**config.mk**
```make
export PLATFORM = sky130hd
export DESIGN_NAME = src_flow_ctrl_flat
export DESIGN_NICKNAME = d
export VERILOG_FILES = /design/src/rtl/src_flow_ctrl_if.sv /design/src/rtl/src_flow_ctrl.sv /design/src/flat_wrapper.sv
export SDC_FILE = /design/constraint.sdc
export NUM_CORES = 1
export LEC_CHECK = 0
export BUFFER_PORTS_ARGS = -buffer_cell sky130_fd_sc_hd__buf_2
export CAP_MARGIN = 20
export CORE_MARGIN = 10
export CORE_UTILIZATION = 32
export DETAILED_ROUTE_END_ITERATION = 6
export GPL_TIMING_DRIVEN = 1
export PLACE_DENSITY = 0.79
export SLEW_MARGIN = 10
export SYNTH_ARGS = -nofsm -noshare
export SYNTH_HDL_FRONTEND = slang
export SYNTH_SLANG_ARGS = --single-unit
export TNS_END_PERCENT = 1
```
**constraint.sdc**
```tcl
create_clock -name clk -period 1.4 [get_ports clk]
set_clock_uncertainty 0.2 [all_clocks]
set_input_delay 0.28 -clock clk [delete_from_list [all_inputs] [get_ports clk]]
set_output_delay 0.28 -clock clk [all_outputs]
set_load 0.02 [all_outputs]
```
**src/rtl/src_flow_ctrl_if.sv**
```systemverilog
// Handshake/data bundle between the source flow controller, its producers, buffer and UI.
// The slave modport is the controller's view; master is the surrounding system's view.
interface src_flow_ctrl_if #(
  parameter int NUM_SRC = 2,
  parameter int DATA_W  = 16
);
  localparam int SEL_W = (NUM_SRC > 1) ? $clog2(NUM_SRC) : 1;

  logic [NUM_SRC-1:0]        start;
  logic                      stop;
  logic [NUM_SRC-1:0]        src_valid;
  logic [NUM_SRC*DATA_W-1:0] src_data;
  logic                      buf_full;
  logic                      buf_empty;
  logic                      rd_valid;
  logic [NUM_SRC-1:0]        src_en;
  logic                      buf_wr;
  logic [DATA_W-1:0]         buf_data;
  logic [SEL_W-1:0]          sel;
  logic                      active;
  logic                      timeout;
  logic [3:0]                led;

  modport slave (
    input  start, stop, src_valid, src_data, buf_full, buf_empty, rd_valid,
    output src_en, buf_wr, buf_data, sel, active, timeout, led
  );

  modport master (
    output start, stop, src_valid, src_data, buf_full, buf_empty, rd_valid,
    input  src_en, buf_wr, buf_data, sel, active, timeout, led
  );
endinterface

```
**src/rtl/src_flow_ctrl.sv**
```systemverilog
// N-channel producer arbiter into one buffer, sequencing IDLE/COMM/WAIT/DRAIN; zero-latency write path.
// Optional WAIT timeout (forced drain + sticky flag) under macro SRC_FLOW_CTRL_WAIT_TIMEOUT_EN.
module src_flow_ctrl #(
  parameter int NUM_SRC      = 2,
  parameter int DATA_W       = 16,
  parameter int WAIT_TIMEOUT = 1000
) (
  input  logic           clk,
  input  logic           rst,
  src_flow_ctrl_if.slave bus
);
  localparam int SEL_W = (NUM_SRC > 1) ? $clog2(NUM_SRC) : 1;

  typedef enum logic [1:0] {S_IDLE, S_COMM, S_WAIT, S_DRAIN} state_t;

  state_t             r_state;
  state_t             w_state_nxt;
  logic [SEL_W-1:0]   r_sel;
  logic [SEL_W-1:0]   w_sel_nxt;
  logic [NUM_SRC-1:0] r_start_q;
  logic               r_stop_q;
  logic [NUM_SRC-1:0] w_start_rise;
  logic [NUM_SRC-1:0] w_other_rise;
  logic [NUM_SRC-1:0] w_sel_oh;
  logic               w_stop_rise;
  logic               w_wait_expired;
  logic               w_comm_open;
  logic [NUM_SRC-1:0] w_src_en;
  logic [DATA_W-1:0]  w_slice;
  logic               w_buf_wr;

  function automatic logic [SEL_W-1:0] f_lowest(input logic [NUM_SRC-1:0] v);
    f_lowest = '0;
    for (int i = NUM_SRC - 1; i >= 0; i--) begin
      if (v[i]) f_lowest = SEL_W'(i);
    end
  endfunction

  assign w_start_rise = bus.start & ~r_start_q;
  assign w_stop_rise  = bus.stop & ~r_stop_q;
  assign w_other_rise = w_start_rise & ~w_sel_oh;

  always_ff @(posedge clk or negedge rst) begin
    if (!rst) begin
      r_state   <= S_IDLE;
      r_sel     <= '0;
      r_start_q <= '0;
      r_stop_q  <= 1'b0;
    end else begin
      r_state   <= w_state_nxt;
      r_sel     <= w_sel_nxt;
      r_start_q <= bus.start;
      r_stop_q  <= bus.stop;
    end
  end

  // Stop outranks everything; a rise on the already-selected channel is not a switch request.
  always_comb begin
    w_state_nxt = r_state;
    w_sel_nxt   = r_sel;
    case (r_state)
      S_IDLE: begin
        if (|w_start_rise) begin
          w_state_nxt = S_COMM;
          w_sel_nxt   = f_lowest(w_start_rise);
        end
      end
      S_COMM: begin
        if (w_stop_rise)          w_state_nxt = S_DRAIN;
        else if (bus.buf_full)    w_state_nxt = S_WAIT;
        else if (|w_other_rise)   w_sel_nxt   = f_lowest(w_other_rise);
      end
      S_WAIT: begin
        if (w_stop_rise)          w_state_nxt = S_DRAIN;
        else if (!bus.buf_full)   w_state_nxt = S_COMM;
        else if (w_wait_expired)  w_state_nxt = S_DRAIN;
      end
      S_DRAIN: begin
        if (bus.buf_empty && !bus.rd_valid) w_state_nxt = S_IDLE;
      end
      default: w_state_nxt = S_IDLE;
    endcase
  end

`ifdef SRC_FLOW_CTRL_WAIT_TIMEOUT_EN
  localparam int CNT_W = $clog2(WAIT_TIMEOUT + 1);

  logic [CNT_W-1:0] r_wait_cnt;
  logic             r_timeout;
  logic             w_tmo_set;

  assign w_wait_expired = (r_wait_cnt == CNT_W'(WAIT_TIMEOUT - 1));
  assign w_tmo_set      = (r_state == S_WAIT) && !w_stop_rise && bus.buf_full && w_wait_expired;

  // Counts WAIT cycles; any other state holds it at zero so each WAIT entry starts fresh.
  always_ff @(posedge clk or negedge rst) begin
    if (!rst) begin
      r_wait_cnt <= '0;
      r_timeout  <= 1'b0;
    end else begin
      r_wait_cnt <= (r_state == S_WAIT) ? r_wait_cnt + CNT_W'(1) : '0;
      if (w_tmo_set)
        r_timeout <= 1'b1;
      else if (r_state == S_IDLE && w_state_nxt == S_COMM)
        r_timeout <= 1'b0;
    end
  end

  assign bus.timeout = r_timeout;
`else
  assign w_wait_expired = 1'b0;
  assign bus.timeout    = (WAIT_TIMEOUT < 0);
`endif

  assign w_comm_open = (r_state == S_COMM) && !bus.buf_full;

  always_comb begin
    w_sel_oh = '0;
    w_src_en = '0;
    w_slice  = '0;
    for (int i = 0; i < NUM_SRC; i++) begin
      if (r_sel == SEL_W'(i)) begin
        w_sel_oh[i] = 1'b1;
        w_src_en[i] = w_comm_open;
        w_slice     = bus.src_data[i*DATA_W +: DATA_W];
      end
    end
  end

  assign w_buf_wr     = |(w_src_en & bus.src_valid);
  assign bus.src_en   = w_src_en;
  assign bus.buf_wr   = w_buf_wr;
  assign bus.buf_data = w_buf_wr ? w_slice : '0;
  assign bus.sel      = r_sel;
  assign bus.active   = (r_state != S_IDLE);

  always_comb begin
    case (r_state)
      S_IDLE:  bus.led = 4'b0001;
      S_COMM:  bus.led = 4'b0010;
      S_WAIT:  bus.led = 4'b0100;
      S_DRAIN: bus.led = 4'b1000;
      default: bus.led = 4'b0000;
    endcase
  end
endmodule
```
**src/flat_wrapper.sv**
```systemverilog
// flat-port wrapper written by rule: the top's interface ports become plain ports
module src_flow_ctrl_flat 
#(
  parameter int NUM_SRC      = 2,
  parameter int DATA_W       = 16,
  parameter int WAIT_TIMEOUT = 1000
)
  (clk, rst, bus_start, bus_stop, bus_src_valid, bus_src_data, bus_buf_full, bus_buf_empty, bus_rd_valid, bus_src_en, bus_buf_wr, bus_buf_data, bus_sel, bus_active, bus_timeout, bus_led);
  src_flow_ctrl_if #(.NUM_SRC(NUM_SRC), .DATA_W(DATA_W)) bus_i ();
  input  logic clk;
  input  logic rst;
  input wire logic [$bits(bus_i.start)-1:0] bus_start;
  input wire logic [$bits(bus_i.stop)-1:0] bus_stop;
  input wire logic [$bits(bus_i.src_valid)-1:0] bus_src_valid;
  input wire logic [$bits(bus_i.src_data)-1:0] bus_src_data;
  input wire logic [$bits(bus_i.buf_full)-1:0] bus_buf_full;
  input wire logic [$bits(bus_i.buf_empty)-1:0] bus_buf_empty;
  input wire logic [$bits(bus_i.rd_valid)-1:0] bus_rd_valid;
  output wire logic [$bits(bus_i.src_en)-1:0] bus_src_en;
  output wire logic [$bits(bus_i.buf_wr)-1:0] bus_buf_wr;
  output wire logic [$bits(bus_i.buf_data)-1:0] bus_buf_data;
  output wire logic [$bits(bus_i.sel)-1:0] bus_sel;
  output wire logic [$bits(bus_i.active)-1:0] bus_active;
  output wire logic [$bits(bus_i.timeout)-1:0] bus_timeout;
  output wire logic [$bits(bus_i.led)-1:0] bus_led;
  assign bus_i.start = bus_start;
  assign bus_i.stop = bus_stop;
  assign bus_i.src_valid = bus_src_valid;
  assign bus_i.src_data = bus_src_data;
  assign bus_i.buf_full = bus_buf_full;
  assign bus_i.buf_empty = bus_buf_empty;
  assign bus_i.rd_valid = bus_rd_valid;
  assign bus_src_en = bus_i.src_en;
  assign bus_buf_wr = bus_i.buf_wr;
  assign bus_buf_data = bus_i.buf_data;
  assign bus_sel = bus_i.sel;
  assign bus_active = bus_i.active;
  assign bus_timeout = bus_i.timeout;
  assign bus_led = bus_i.led;
  src_flow_ctrl #(.NUM_SRC(NUM_SRC), .DATA_W(DATA_W), .WAIT_TIMEOUT(WAIT_TIMEOUT)) u_core (.clk(clk), .rst(rst), .bus(bus_i));
endmodule
```
==> key figures <==
Timing
  • Period utilization: 137%
  • Final Critical Period: 1.92 ns
  • Final Hold Vio Count: 0
  • Min Hold Slack: 0.187 ns
  • Fmax: 520 MHz
  • PnR worst setup slack: -0.523 ns
  • Final setup fails: 26
  • RSZ-0062 raised after global routing: true
  • Slew Limit Fails: 0

Finish
  • Post-Layout Cell Count: 178
  • Layout cells sized above 1: 72.8%
  • Design area: 1430 um^2
  • Fill count: 143
  • Layout area overhead: 104%
  • Post-layout net count: 194
  • # diodes: 0

Floorplan
  • Row count: 16
  • Core box area: 2020 um^2
  • Die area: 4470 um^2
  • I/O pin cnt: 68
  • Initial core utilization: 34.8%
  • Die span in y: 66.9 um
  • DIE WIDTH: 66.9 um

Critical path
  • Worst Path Class, Setup: flip-flop to output pin
  • Worst EP required: 0.92 ns
  • CP Capture Type: output pin
  • Critical Path AT: 1.44 ns
  • Setup crit start kind: flip-flop
  • Top fanout value on the critical path: 7
  • Reg-to-reg slack, setup: -0.06 ns

CTS
  • Num CTS Buffers: 3
  • Worst-skew pair later-pin latency: 0.25 ns
  • H-tree depth: 1
  • Clock root buffer: clkbuf_4
  • Clk sink count: 6
  • Reg clk slew, reported paths: 0.05 ns
  • TritonCTS clock tree: yes
  • Max clock buf depth: 2

Placed design
  • Post-place instance area: 1120 um^2
  • Port bufs: 66
  • Inst Count DP: 169
  • GP Congestion: 0.841
  • Final HPWL DP: 2180 um

Power and ir drop
  • Tot Pwr: 2.17 mW
  • Power per cell area: 1510 nW/um^2
  • Pleak: 0.682 nW
  • Max rail drop VDD: 0.747 mV

Synth
  • Mapped Cells: 74
  • Synth Area per Inst: 9.50 um^2
  • Ys Warns: 0
  • Post-Syn Area: 703 um^2
  • Library cells used by synthesis: 29
  • Flop and latch count out of synthesis: 6
  • Register area share after synthesis: 21.4%
  • Syn nets: 116

Global route
  • Largest net degree at the start of global routing: 13
  • Remaining Overflow, GRT: 0
  • Gr usage total: 12.8%
  • Grt met2 use: 24.5%
  • Met1 GRT Util: 11.0%
  • M3 GR Usage: 4.52%
  • GRT busiest layer: met2
  • Initial antenna violation count: 0
  • Number of global-route vias before repair: 881
  • First-pass GRT wire length: 4400 um

Routing
  • DR DRC count: 0
  • Vias per Instance: 4.79
  • DR iter-0 viols: 22
  • Routed WL: 2910 um
  • First-pass iteration count of the detailed router: 2
  • ANT nets after route: 0
  • Via count: 853
  • DR WL/cell: 16.4 um

Run
  • Max-Cap Viols: 0

Run status
  • Status: complete, but fails checks
  • Failing checks: negative setup slack

Worst hold path
  • HP Class: primary input to async pin
[registers in the layout, summed over array words and instances, names as in the netlist]
signal,cells
u_core.r_state,2
u_core.bus.sel,1
u_core.r_start_q,2
u_core.r_stop_q,1
[stage by stage]
| step | utilization [%] | setup TNS [ns] | worst slack, ns |
|---|---|---|---|
| floorplan | - | -3.70 | -0.207 |
| global placement | 55.6 | -4.51 | -0.264 |
| detailed placement | 55.6 | -4.93 | -0.282 |
| CTS | 69.6 | -10.81 | -0.516 |
| global route | 70.9 | -12.10 | -0.593 |
| finish | 70.9 | -10.56 | -0.523 |
[metal layers]
metal / vias to the layer above / part of all wire [%]
li1: 405 / -
met1: 397 / 33
met2: 45 / 55
met3: 6 / 10
met4: 0 / 2.4
met5: - / 0
[kinds of logic after synthesis]
| group | count (synthesis) | synth area share [%] |
|---|---|---|
| AOI/OAI and AO/OA | 8 | 8.90 |
| buffers and inverters | 9 | 9.96 |
| DFF | 6 | 21.4 |
| muxes | 17 | 24.9 |
| other | 1 | 0.533 |
| and+or+nand+nor | 33 | 34.3 |
[layout by cell type (no fill, tap or decap), types with 2 or more instances in the layout]
master and instances:
buf_6 20, mux2i_2 8, nor2_4 17, o311ai_1 2
mux2i_1 8, buf_12 2, inv_1 2, nor2b_1 3
buf_4 8, nand2b_1 3, dfrtp_1 5, buf_2 44
clkbuf_4 3, dlygate4sd3_1 4
[repair_timing]
| action | CTS | global route |
|---|---|---|
| endpoints found under the hold margin | 9 | 0 |
| hold buffers | 4 | 0 |
| pin swaps | 18 | 2 |
| gates resized for setup | 57 | 9 |
| gates cloned | 1 | 0 |
| setup buffers | 0 | 0 |
| setup endpoints to repair | 26 | 27 |
[worst paths after layout]
kind                                        start  cells after the start                  end
min in group clk                    bus_buf_empty                      4    u_core.r_state[1]
max in group asynchronous                     rst                      2       u_core.bus.sel
worst max-delay path               u_core.bus.sel                      5     bus_buf_data[14]
worst min-delay path                          rst                      2  u_core.r_start_q[1]
worst min register to register  u_core.r_state[0]                      2    u_core.r_state[1]
worst max register to register  u_core.r_state[0]                      4       u_core.bus.sel
[report_power, final]
part | internal, mW | total [mW] | switching, mW
Clock | 0.109 | 0.180 | 0.0712
Sequential | 0.227 | 0.272 | 0.0454
Combinational | 0.821 | 1.72 | 0.896
[cell type report]
cell class | instances | area [um^2] | area share [%]
timing repair buffer | 79 | 613 | 42.8
multi-input combinational | 59 | 594 | 41.5
sequential | 6 | 151 | 10.6
tap | 27 | 33.8 | 2.36
clock buffer | 4 | 26.3 | 1.83
inverter | 3 | 13.8 | 0.961
[synthesized netlist by cell type]
library cell  instances  share of area [%]
mux2i_1              16                 23
nor2_1                9                4.8
nor2_4                9                 14
dfrtp_1               6                 21
nor2b_1               4                3.6
buf_4                 3                3.2
nand2b_1              3                2.7
and2_1                2                1.8
inv_1                 2                1.1
a2111o_1              1                1.6
a2111oi_0             1                1.2
and3_1                1               0.89
and3b_1               1                1.2
buf_12                1                2.8
buf_2                 1               0.71
buf_6                 1                1.6
conb_1                1               0.53
inv_2                 1               0.53
mux2_4                1                2.1
nand2_1               1               0.53
nand2_4               1                1.6
nand3b_1              1                1.1
nor3b_2               1                1.8
o21a_1                1                1.1
o21ai_0               1               0.71
o21ai_1               1               0.71
o311ai_0              1                1.2
o311ai_1              1                1.2
o31ai_1               1                1.1
[worst max-delay path, stage by stage, from the launching register on]
cell,delay (ns)
dfrtp_2,0.43
mux2_4,0.34
nand2_8,0.09
buf_12,0.15
nor2_4,0.04
buf_6,0.14
No activity file was read; power rests on OpenSTA's default activity.
